===== src/rtl/medipix_pkg.sv =====
// Shared definitions for the Medipix command streamer: FSM encoding,
// default sizing constants, FIFO entry layout and the byte-order helper.
package medipix_pkg;

    // Serialiser FSM encoding
    typedef enum logic [1:0] {
        ST_IDLE  = 2'd0,
        ST_LOAD  = 2'd1,
        ST_SHIFT = 2'd2,
        ST_GAP   = 2'd3
    } state_t;

    localparam int DEF_FIFO_DEPTH = 8;
    localparam int DEF_BYTE_GAP   = 1;

    // FIFO entry is {last, word}
    localparam int ENTRY_W = 33;

    // Bytes leave MSB first, so the index starts at the top byte
    localparam logic [1:0] FIRST_BYTE_IDX = 2'd3;

    // Select byte 'idx' of a 32-bit word (idx 3 = bits 31:24)
    function automatic logic [7:0] sel_byte(input logic [31:0] w, input logic [1:0] idx);
        return w[{idx, 3'b000} +: 8];
    endfunction

endpackage


===== src/rtl/medipix_cmd_fifo.sv =====
// Command-word FIFO for the Medipix streamer. Registered full/empty flags,
// simultaneous push/pop allowed (a push into a full FIFO is accepted when a
// pop happens in the same cycle). 'drop' flags a push that was refused.
module medipix_cmd_fifo
    import medipix_pkg::*;
#(
    parameter int DEPTH = DEF_FIFO_DEPTH,
    parameter int WIDTH = ENTRY_W
) (
    input  logic             clk,
    input  logic             rst,
    input  logic             push,
    input  logic [WIDTH-1:0] wdata,
    input  logic             pop,
    output logic [WIDTH-1:0] rdata,
    output logic             full,
    output logic             empty,
    output logic             drop
);

    localparam int AW = (DEPTH > 1) ? $clog2(DEPTH) : 1;
    localparam logic [AW:0] FULL_CNT = (AW+1)'(DEPTH);

    logic [WIDTH-1:0] mem_q [DEPTH];
    logic [AW-1:0]    wr_ptr_q, wr_ptr_d;
    logic [AW-1:0]    rd_ptr_q, rd_ptr_d;
    logic [AW:0]      cnt_q, cnt_d;
    logic             full_q, full_d;
    logic             empty_q, empty_d;
    logic             push_ok_s;
    logic             pop_ok_s;

    assign pop_ok_s  = pop && !empty_q;
    assign push_ok_s = push && (!full_q || pop_ok_s);

    // Pointer, occupancy and flag update; pointers wrap naturally at DEPTH
    always_comb begin
        wr_ptr_d = wr_ptr_q;
        rd_ptr_d = rd_ptr_q;
        cnt_d    = cnt_q;
        if (push_ok_s) begin
            wr_ptr_d = wr_ptr_q + AW'(1);
        end else begin
            wr_ptr_d = wr_ptr_q;
        end
        if (pop_ok_s) begin
            rd_ptr_d = rd_ptr_q + AW'(1);
        end else begin
            rd_ptr_d = rd_ptr_q;
        end
        case ({push_ok_s, pop_ok_s})
            2'b10:   cnt_d = cnt_q + (AW+1)'(1);
            2'b01:   cnt_d = cnt_q - (AW+1)'(1);
            default: cnt_d = cnt_q;
        endcase
        full_d  = (cnt_d == FULL_CNT);
        empty_d = (cnt_d == {(AW+1){1'b0}});
    end

    // Control state registers
    always_ff @(posedge clk or posedge rst) begin
        if (rst) begin
            wr_ptr_q <= {AW{1'b0}};
            rd_ptr_q <= {AW{1'b0}};
            cnt_q    <= {(AW+1){1'b0}};
            full_q   <= 1'b0;
            empty_q  <= 1'b1;
        end else begin
            wr_ptr_q <= wr_ptr_d;
            rd_ptr_q <= rd_ptr_d;
            cnt_q    <= cnt_d;
            full_q   <= full_d;
            empty_q  <= empty_d;
        end
    end

    // Storage array; contents are don't-care until written
    always_ff @(posedge clk) begin
        if (push_ok_s) begin
            mem_q[wr_ptr_q] <= wdata;
        end
    end

    assign rdata = mem_q[rd_ptr_q];
    assign full  = full_q;
    assign empty = empty_q;
    assign drop  = push && full_q && !pop_ok_s;

endmodule


===== src/rtl/medipix_cmd_streamer.sv =====
// Medipix command streamer: buffers 32-bit command words from the Nios PIO
// and serialises them MSB byte first toward Medipix_Bridge, with BYTE_GAP
// idle cycles after every byte and a sync marker on each frame's first byte.
// Optional feature: define MDPX_FRAME_CHECKSUM_EN to append an XOR checksum
// byte after the last word of every frame.
module medipix_cmd_streamer
    import medipix_pkg::*;
#(
    parameter int FIFO_DEPTH = DEF_FIFO_DEPTH,
    parameter int BYTE_GAP   = DEF_BYTE_GAP
) (
    input  logic        In_Clk,
    input  logic        In_Reset,
    input  logic        In_Wr_nios,
    input  logic [31:0] In_Word_nios,
    input  logic        In_Last_nios,
    input  logic        In_Clr_Ovf,
    output logic        Out_En_nios,
    output logic        Out_Sync_nios,
    output logic [7:0]  Out_Data_nios,
    output logic        Out_Full,
    output logic        Out_Empty,
    output logic        Out_Overflow,
    output logic        Out_Busy
);

    localparam logic       GAP_EN   = (BYTE_GAP != 0);
    localparam logic [7:0] GAP_LOAD = 8'(BYTE_GAP - 1);

    state_t              state_q, state_d;
    logic [31:0]         sr_q, sr_d;
    logic [1:0]          idx_q, idx_d;
    logic                last_q, last_d;
    logic [7:0]          gap_q, gap_d;
    logic                frame_start_q, frame_start_d;
    logic                out_en_q, out_en_d;
    logic                out_sync_q, out_sync_d;
    logic [7:0]          out_data_q, out_data_d;
    logic                busy_q, busy_d;
    logic                ovf_q, ovf_d;
`ifdef MDPX_FRAME_CHECKSUM_EN
    logic [7:0]          cks_q, cks_d;
    logic                cks_phase_q, cks_phase_d;
`endif

    logic [ENTRY_W-1:0]  fifo_rdata_s;
    logic                fifo_full_s;
    logic                fifo_empty_s;
    logic                fifo_drop_s;
    logic                fifo_pop_s;
    logic                more_s;
    logic                after_byte_s;
    logic                emit_s;
    logic                emit_data_s;
    logic [7:0]          emit_byte_s;

    assign fifo_pop_s = (state_q == ST_LOAD);

    medipix_cmd_fifo #(
        .DEPTH (FIFO_DEPTH),
        .WIDTH (ENTRY_W)
    ) u_fifo (
        .clk   (In_Clk),
        .rst   (In_Reset),
        .push  (In_Wr_nios),
        .wdata ({In_Last_nios, In_Word_nios}),
        .pop   (fifo_pop_s),
        .rdata (fifo_rdata_s),
        .full  (fifo_full_s),
        .empty (fifo_empty_s),
        .drop  (fifo_drop_s)
    );

    // Another byte follows the current one: lower data byte, or the checksum
`ifdef MDPX_FRAME_CHECKSUM_EN
    assign more_s = (idx_q != 2'd0) || (last_q && !cks_phase_q);
`else
    assign more_s = (idx_q != 2'd0);
`endif

    // The current byte (and its gap) is complete this cycle
    assign after_byte_s = ((state_q == ST_SHIFT) && !GAP_EN) ||
                          ((state_q == ST_GAP) && (gap_q == 8'd0));

    // FSM state register
    always_ff @(posedge In_Clk or posedge In_Reset) begin
        if (In_Reset) begin
            state_q <= ST_IDLE;
        end else begin
            state_q <= state_d;
        end
    end

    // Next-state selection for the byte serialiser
    always_comb begin
        state_d = state_q;
        case (state_q)
            ST_IDLE: begin
                if (!fifo_empty_s) state_d = ST_LOAD;
                else               state_d = ST_IDLE;
            end
            ST_LOAD: state_d = ST_SHIFT;
            ST_SHIFT: begin
                if (GAP_EN)      state_d = ST_GAP;
                else if (more_s) state_d = ST_SHIFT;
                else             state_d = ST_IDLE;
            end
            ST_GAP: begin
                if (gap_q != 8'd0) state_d = ST_GAP;
                else if (more_s)   state_d = ST_SHIFT;
                else               state_d = ST_IDLE;
            end
            default: state_d = ST_IDLE;
        endcase
    end

    // Datapath and registered-output computation; outputs are loaded on the
    // edge that enters SHIFT so Out_En_nios is high during the SHIFT cycle
    always_comb begin
        sr_d          = sr_q;
        idx_d         = idx_q;
        last_d        = last_q;
        gap_d         = gap_q;
        frame_start_d = frame_start_q;
        out_en_d      = 1'b0;
        out_sync_d    = 1'b0;
        out_data_d    = out_data_q;
        emit_s        = 1'b0;
        emit_data_s   = 1'b0;
        emit_byte_s   = 8'h00;
`ifdef MDPX_FRAME_CHECKSUM_EN
        cks_d         = cks_q;
        cks_phase_d   = cks_phase_q;
`endif
        if (state_q == ST_LOAD) begin
            sr_d        = fifo_rdata_s[31:0];
            last_d      = fifo_rdata_s[32];
            idx_d       = FIRST_BYTE_IDX;
            emit_s      = 1'b1;
            emit_data_s = 1'b1;
            emit_byte_s = sel_byte(fifo_rdata_s[31:0], FIRST_BYTE_IDX);
`ifdef MDPX_FRAME_CHECKSUM_EN
            cks_phase_d = 1'b0;
`endif
        end else if ((state_q == ST_SHIFT) && GAP_EN) begin
            gap_d = GAP_LOAD;
        end else if ((state_q == ST_GAP) && (gap_q != 8'd0)) begin
            gap_d = gap_q - 8'd1;
        end else if (after_byte_s) begin
            if (idx_q != 2'd0) begin
                idx_d       = idx_q - 2'd1;
                emit_s      = 1'b1;
                emit_data_s = 1'b1;
                emit_byte_s = sel_byte(sr_q, idx_q - 2'd1);
            end else begin
                // Word finished: a last-flagged word closes the frame
                if (last_q) frame_start_d = 1'b1;
                else        frame_start_d = frame_start_q;
`ifdef MDPX_FRAME_CHECKSUM_EN
                if (last_q && !cks_phase_q) begin
                    cks_phase_d = 1'b1;
                    emit_s      = 1'b1;
                    emit_byte_s = cks_q;
                end else begin
                    cks_phase_d = 1'b0;
                end
`endif
            end
        end else begin
            gap_d = gap_q;
        end

        if (emit_s) begin
            out_en_d   = 1'b1;
            out_data_d = emit_byte_s;
            if (emit_data_s) begin
                out_sync_d    = frame_start_q;
                frame_start_d = 1'b0;
`ifdef MDPX_FRAME_CHECKSUM_EN
                cks_d = frame_start_q ? emit_byte_s : (cks_q ^ emit_byte_s);
`endif
            end else begin
                out_sync_d = 1'b0;
            end
        end else begin
            out_en_d = 1'b0;
        end

        busy_d = (state_d != ST_IDLE);

        // Refused write sets the sticky flag; set beats clear
        if (fifo_drop_s)      ovf_d = 1'b1;
        else if (In_Clr_Ovf)  ovf_d = 1'b0;
        else                  ovf_d = ovf_q;
    end

    // Datapath and output registers
    always_ff @(posedge In_Clk or posedge In_Reset) begin
        if (In_Reset) begin
            sr_q          <= 32'h0000_0000;
            idx_q         <= 2'd0;
            last_q        <= 1'b0;
            gap_q         <= 8'd0;
            frame_start_q <= 1'b1;
            out_en_q      <= 1'b0;
            out_sync_q    <= 1'b0;
            out_data_q    <= 8'h00;
            busy_q        <= 1'b0;
            ovf_q         <= 1'b0;
`ifdef MDPX_FRAME_CHECKSUM_EN
            cks_q         <= 8'h00;
            cks_phase_q   <= 1'b0;
`endif
        end else begin
            sr_q          <= sr_d;
            idx_q         <= idx_d;
            last_q        <= last_d;
            gap_q         <= gap_d;
            frame_start_q <= frame_start_d;
            out_en_q      <= out_en_d;
            out_sync_q    <= out_sync_d;
            out_data_q    <= out_data_d;
            busy_q        <= busy_d;
            ovf_q         <= ovf_d;
`ifdef MDPX_FRAME_CHECKSUM_EN
            cks_q         <= cks_d;
            cks_phase_q   <= cks_phase_d;
`endif
        end
    end

    assign Out_En_nios   = out_en_q;
    assign Out_Sync_nios = out_sync_q;
    assign Out_Data_nios = out_data_q;
    assign Out_Full      = fifo_full_s;
    assign Out_Empty     = fifo_empty_s;
    assign Out_Overflow  = ovf_q;
    assign Out_Busy      = busy_q;

endmodule


===== config.mk =====
export PLATFORM = sky130hd
export DESIGN_NAME = medipix_cmd_streamer
export DESIGN_NICKNAME = d
export VERILOG_FILES = /design/src/rtl/medipix_pkg.sv /design/src/rtl/medipix_cmd_fifo.sv /design/src/rtl/medipix_cmd_streamer.sv
export SDC_FILE = /design/constraint.sdc
export NUM_CORES = 1
export LEC_CHECK = 0
export ABC_AREA = 1
export ABC_CLOCK_PERIOD_IN_PS = 6700
export CAP_MARGIN = 5
export CORE_MARGIN = 2
export CORE_UTILIZATION = 65
export DETAILED_ROUTE_END_ITERATION = 10
export PLACE_DENSITY_LB_ADDON = 0.1
export SYNTH_ARGS = -nofsm -noshare
export SYNTH_HDL_FRONTEND = slang
export SYNTH_HIERARCHICAL = 1
export SYNTH_SLANG_ARGS = --single-unit

===== constraint.sdc =====
create_clock -name In_Clk -period 6.7 [get_ports In_Clk]
set_clock_uncertainty 0.1 [all_clocks]
set_input_delay 0.67 -clock In_Clk [delete_from_list [all_inputs] [get_ports In_Clk]]
set_output_delay 0.67 -clock In_Clk [all_outputs]
set_load 0.02 [all_outputs]

=== Yosys cells after proc, flatten, opt, wreduce, memory -nomap -nowiden ===
Memories as Yosys holds them, arrays and structs flattened.
Index checks and enable logic that the tools add are counted.

* Multiply operators: 0
* Shift operators: 1
* Reductions and logical operators: 25
* Divide/modulo/power cells: 0
* Order comparisons: 0
* Add/subtract/negate cells: 6
* Equality and inequality tests: 12
* Bitwise gates (word level): 1
* Mux-type cells: 35

{| class="wikitable"
|+ Operators by type and width
! cell !! number
|-
| $mux W8 || 7
|-
| $shiftx A32 B6 Y8 || 1
|-
| $mux W1 || 19
|-
| $reduce_bool A2 Y1 || 8
|-
| $mux W2 || 7
|-
| $logic_not A8 Y1 || 1
|-
| $pmux W2 S4 || 1
|-
| $pmux W4 S2 || 1
|-
| $reduce_bool A8 Y1 || 1
|-
| $sub A8 B1 Y8 const B || 1
|-
| $add A3 B1 Y3 const B || 2
|-
| $eq A2 B2 Y1 const B || 3
|-
| $logic_and A1 B1 Y1 || 6
|-
| $ne A2 B1 Y1 const B || 3
|-
| $ne A2 B2 Y1 const B || 3
|-
| $reduce_and A6 Y1 || 1
|-
| $add A4 B1 Y4 const B || 1
|-
| $eq A2 B1 Y1 const B || 2
|-
| $eq A4 B4 Y1 const B || 1
|-
| $logic_not A4 Y1 || 1
|-
| $reduce_and A4 Y1 || 1
|-
| $sub A4 B1 Y4 const B || 1
|-
| $logic_not A1 Y1 || 3
|-
| $logic_not A2 Y1 || 1
|-
| other kinds (4) || 4
|}

* Input port bits: 37
* Flip-flop bits (word level): 70
* Output and inout bits: 14
* Latch bits: 0
* Bits in read-only memories: 0
* Memories kept: 1
* Bits in writable memories: 264
* Word-level logic and storage cells: 97

{| class="wikitable"
|+ Memory list
! name !! depth !! bits a word !! read ports !! clocked after memory_dff !! wr ports !! RTL line !! source
|-
| u_fifo.mem_q || 8 || 33 || 1 || 0 || 1 || medipix_cmd_fifo.sv:24 || <nowiki>logic [WIDTH-1:0] mem_q [DEPTH];</nowiki>
|}

=== Longest topological paths before layout ===
* Word-level depth: 8
* Gate-level depth with buffers: 19

=== Cells and area by module ===
Netlist, hierarchy kept.

{| class="wikitable"
|+ By module, submodules not included
! module !! times used !! area each (µm²) !! cells each
|-
| medipix_cmd_fifo || 1 || 10989.3 || 869
|-
| medipix_cmd_streamer || 1 || 2715.1 || 325
|}

=== Worst setup path after synthesis ===
OpenSTA, ideal clock, no wires.

* Kind: register to register
* From: register state_q[1]
* To: memory u_fifo/mem_q[4][0] in the netlist's numbering, enable pin
* Cell stages (with the launch flop): 11
* Path slack: 3.218 ns
* Path buffers: 1
* Arrival: 2.959 ns
* Clock period less this slack: 3.482 ns
* Cell sequence: dfrtp_1 inv_1 nand2_1 inv_2 buf_2 inv_1 or2_1 nand2_2 nand2_2 or2_4 nor2_1

* Longest elaborated chain between the ends: 6

{| class="wikitable"
|+ Ends and longest elaborated chain
! what !! RTL line !! source
|-
| start, declared || medipix_cmd_streamer.sv:30 || <nowiki>state_t state_q, state_d;</nowiki>
|-
| start signal, assigned || medipix_cmd_streamer.sv:90 || <nowiki>state_q <= state_d;</nowiki>
|-
| $eq A2 B1 Y1 || medipix_cmd_streamer.sv:57 || <nowiki>assign fifo_pop_s = (state_q == ST_LOAD);</nowiki>
|-
| named net fifo_pop_s || medipix_cmd_streamer.sv:50 || <nowiki>logic fifo_pop_s;</nowiki>
|-
| $logic_and A1 B1 Y1 || medipix_cmd_fifo.sv:33 || <nowiki>assign pop_ok_s = pop && !empty_q;</nowiki>
|-
| $logic_or A1 B1 Y1 || medipix_cmd_fifo.sv:34 || <nowiki>assign push_ok_s = push && (!full_q || pop_ok_s);</nowiki>
|-
| $logic_and A1 B1 Y1 || medipix_cmd_fifo.sv:34 ||
|-
| $mux W1 || medipix_cmd_fifo.sv:79 || <nowiki>if (push_ok_s) begin</nowiki>
|-
| $mux W1 (implied by the code) || medipix_cmd_fifo.sv:80 || <nowiki>mem_q[wr_ptr_q] <= wdata;</nowiki>
|-
| end, declared || medipix_cmd_fifo.sv:24 ||
|}

The timed path passes the listed nets, and every way through them passes these cells.

=== Worst setup path in the final report ===
* From: register state_q[1]
* To: memory u_fifo/mem_q[3][16] in the netlist's numbering, enable pin

* Longest elaborated chain between the ends: 6

{| class="wikitable"
|+ Ends and longest elaborated chain
! what !! RTL line
|-
| $eq A2 B1 Y1 || medipix_cmd_streamer.sv:57
|-
| $logic_and A1 B1 Y1 || medipix_cmd_fifo.sv:33
|-
| $logic_or A1 B1 Y1 || medipix_cmd_fifo.sv:34
|-
| $logic_and A1 B1 Y1 || medipix_cmd_fifo.sv:34
|-
| $mux W1 || medipix_cmd_fifo.sv:79
|-
| $mux W1 (implied by the code) || medipix_cmd_fifo.sv:80
|}

No other way between the ends.

==> flow_summary.ini <==
[status]
status = finished, final reports clean

[clocking]
postCtsSetupBuffers = 0
clock_latency_ns = 0.50
cts_tree = built
h-tree-depth = 2
clk_path_buf_depth = 3
clkTransAtPathRegs_ns = 0.06
root_buffer = clkbuf_16
clkSinkCount = 334
cts_resized = 0
hold_buffers = 0
numCtsBuffers = 34

[setup_path]
startpoint = state_q[1]
worstPathRequired_ns = 6.71
cp-start-kind = register
arrival_ns = 3.74
worstSetupEndpointType = register
crit_type = register to register
r2r-start = state_q[1]
crit_fanout = 52

[power]
p_sw_mw = 2.412
power_mw = 6.871
p_leak_nw = 5.714
internal-power_mw = 4.459
p_sw_frac = 0.3510
ir_drop_uv = 299.8
pwr-share-clk = 0.270
pwr-share-seq = 0.429
combPwrFrac = 0.302
power_density_nw_per_um2 = 447.4

[layout]
nFillCells = 1410
syn2layout_area_growth_pct = 12.07
layout_common_cells = 264 x edfxtp_1, 230 x nand2_1, 178 x nor2_1
layout-drive-gt1-share = 0.06736
nNetsFinal = 1267
final_common_cell = edfxtp_1
antenna_cells = 0
final_area_um2 = 15360
stdcell_count = 1522

[detailed_routing]
num_vias = 8743
post_drt_wl_per_cell_um = 18.61
drt_iter0_drc = 764
antenna_left = 0
drt_pass1_iterations = 5
drc = 0
via_per_inst = 5.744
routed_wl_mm = 28.32

[timing]
rsz0062_at_grt = false
max_freq_mhz = 268.3
hold_violations = 0
min_period_ns = 3.727
slew_violations = 0
fin_ws_ns = 2.973
setup_tns_ns = 0
period_share = 0.5562
worst_slew_pin_slew_ns = 1.197
setup_violations = 0
slew_headroom = 0.2001

[hold_path]
hold_path.class = register to register
hp-start = gap_q[0]

[die]
start_util = 0.6561
die-area_um2 = 22260
core_area_um2 = 20890
dieHeight_um = 149.2
num_rows = 53
ios = 51
chipWidth_um = 149.2

[job]
maxCapViolCount = 0

[global_routing]
use_met1 = 0.3711
grt_busiest_layer = met2
grt_max_degree = 134
grtUsageMet3 = 0.03364
grt.overflow.total = 0
grt.total_usage = 0.2611
antenna_found_initial = 0
met2_usage = 0.4270
grt_pass1_vias = 8319
grt_pass1_wl_mm = 44.30

[placement]
dp.cells = 1461
routabilityCongestion = 0.7851
dpl_worst_slack_ns = 3.002
hpwl_mm = 15.91
numPortBuffers = 50
place_area_um2 = 14260

[synthesis]
ys_types = 35
ys_seq_area_frac = 0.7065
synth-seq-cells = 334
synthCells = 1194
async_flop_share = 0.2096
synth_top_flop_cell = edfxtp_1
syn_area_per_cell_um2 = 11.48
synth_warnings = 6
syn_area_um2 = 13700
synth_nets = 1239
synth_edf_count = 264
==> logic make-up (layout without fill, tap and decap cells) <==
family,Yosys count,in the layout,share of synthesized area
AOI/OAI and AO/OA,256,256,0.1001
adders and majority gates,8,8,0.007304
DFF,334,334,0.7065
and+or+nand+nor,479,479,0.1406
buffers and inverters,112,165,0.04236
xor gates and xnor gates,5,5,0.003196
==> power groups by stage <==
stage               sequential [mW]  clock, mW  combinational [mW]
global route                   2.99       1.96                2.31
global placement               2.97          0                2.00
finish                         2.95       1.85                2.07
CTS                            2.94       1.88                2.06
floorplan                      2.91          0                1.51
detailed placement             2.98          0                2.04
==> flip-flops by register name, summed over array words and instances (netlist names) <==
register         cells
u_fifo/full          1
Out_En_nios          1
Out_Overflow         1
Out_Busy             1
idx_q                2
u_fifo/wr_ptr_q      3
Out_Data_nios        8
u_fifo/mem_q       264
sr_q                32
state_q              2
Out_Sync_nios        1
u_fifo/empty         1
u_fifo/cnt_q         4
last_q               1
frame_start_q        1
gap_q                8
u_fifo/rd_ptr_q      3
==> Yosys cell counts, types with 5 or more instances <==
master	count	share of area
a21oi_1	41	0.015
a31oi_1	33	0.015
buf_2	16	0.0058
buf_4	8	0.0044
buf_6	12	0.0099
clkbuf_1	22	0.0060
dfrtp_1	68	0.12
edfxtp_1	264	0.58
ha_1	8	0.0073
inv_1	44	0.012
nand2_1	230	0.063
nand2_2	5	0.0023
nand3_1	43	0.016
nand4_1	6	0.0027
nor2_1	183	0.050
o211ai_1	14	0.0077
o21ai_0	110	0.040
o21ai_1	54	0.020
==> per-layer routing <==
metal | vias to the layer above | part of all wire
li1 | 4206 | -
met1 | 4231 | 0.44
met2 | 246 | 0.48
met3 | 60 | 0.053
met4 | 0 | 0.027
met5 | - | 0
==> through the flow <==
step	hold slack, ns	util
floorplan	0.3439	-
global placement	0.3659	0.6827
detailed placement	0.3662	0.6827
CTS	0.3823	0.7353
global route	0.4032	0.7353
finish	0.3806	0.7353
==> critical path, stage by stage (launching register included) <==
cell     delay (ns)
dfrtp_1        0.43
inv_1          0.11
nand2_1        0.06
buf_4          0.23
inv_2          0.59
inv_1          0.07
or2_1          0.28
nand2_2        0.10
nand3_1        0.31
nor2_4         1.02
==> final cells by class <==
cell class              instances  area (um2)  area share
inverters                      47       181.4     0.01181
repair buffers                 57       553.0     0.03601
flip-flops and latches        334        9687      0.6307
well taps                     275       344.1     0.02240
clock buffers                  44       919.6     0.05988
clock inverters                17       178.9     0.01165
multi-input cells             748        3495      0.2275
==> final timing paths <==
path | slack (ns) | to | cells past startpoint
hold / removal | 0.38 | gap_q[0] | 1
min in group asynchronous | 0.43 | u_fifo/wr_ptr_q[2] | 2
max in group asynchronous | 5.40 | sr_q[20] | 3
setup / recovery | 2.97 | u_fifo/mem_q[3][16] | 9
hold reg to reg | 0.38 | gap_q[0] | 1
setup reg to reg | 2.97 | u_fifo/mem_q[3][16] | 9
Note: power is estimated with default switching activity, not from simulation.
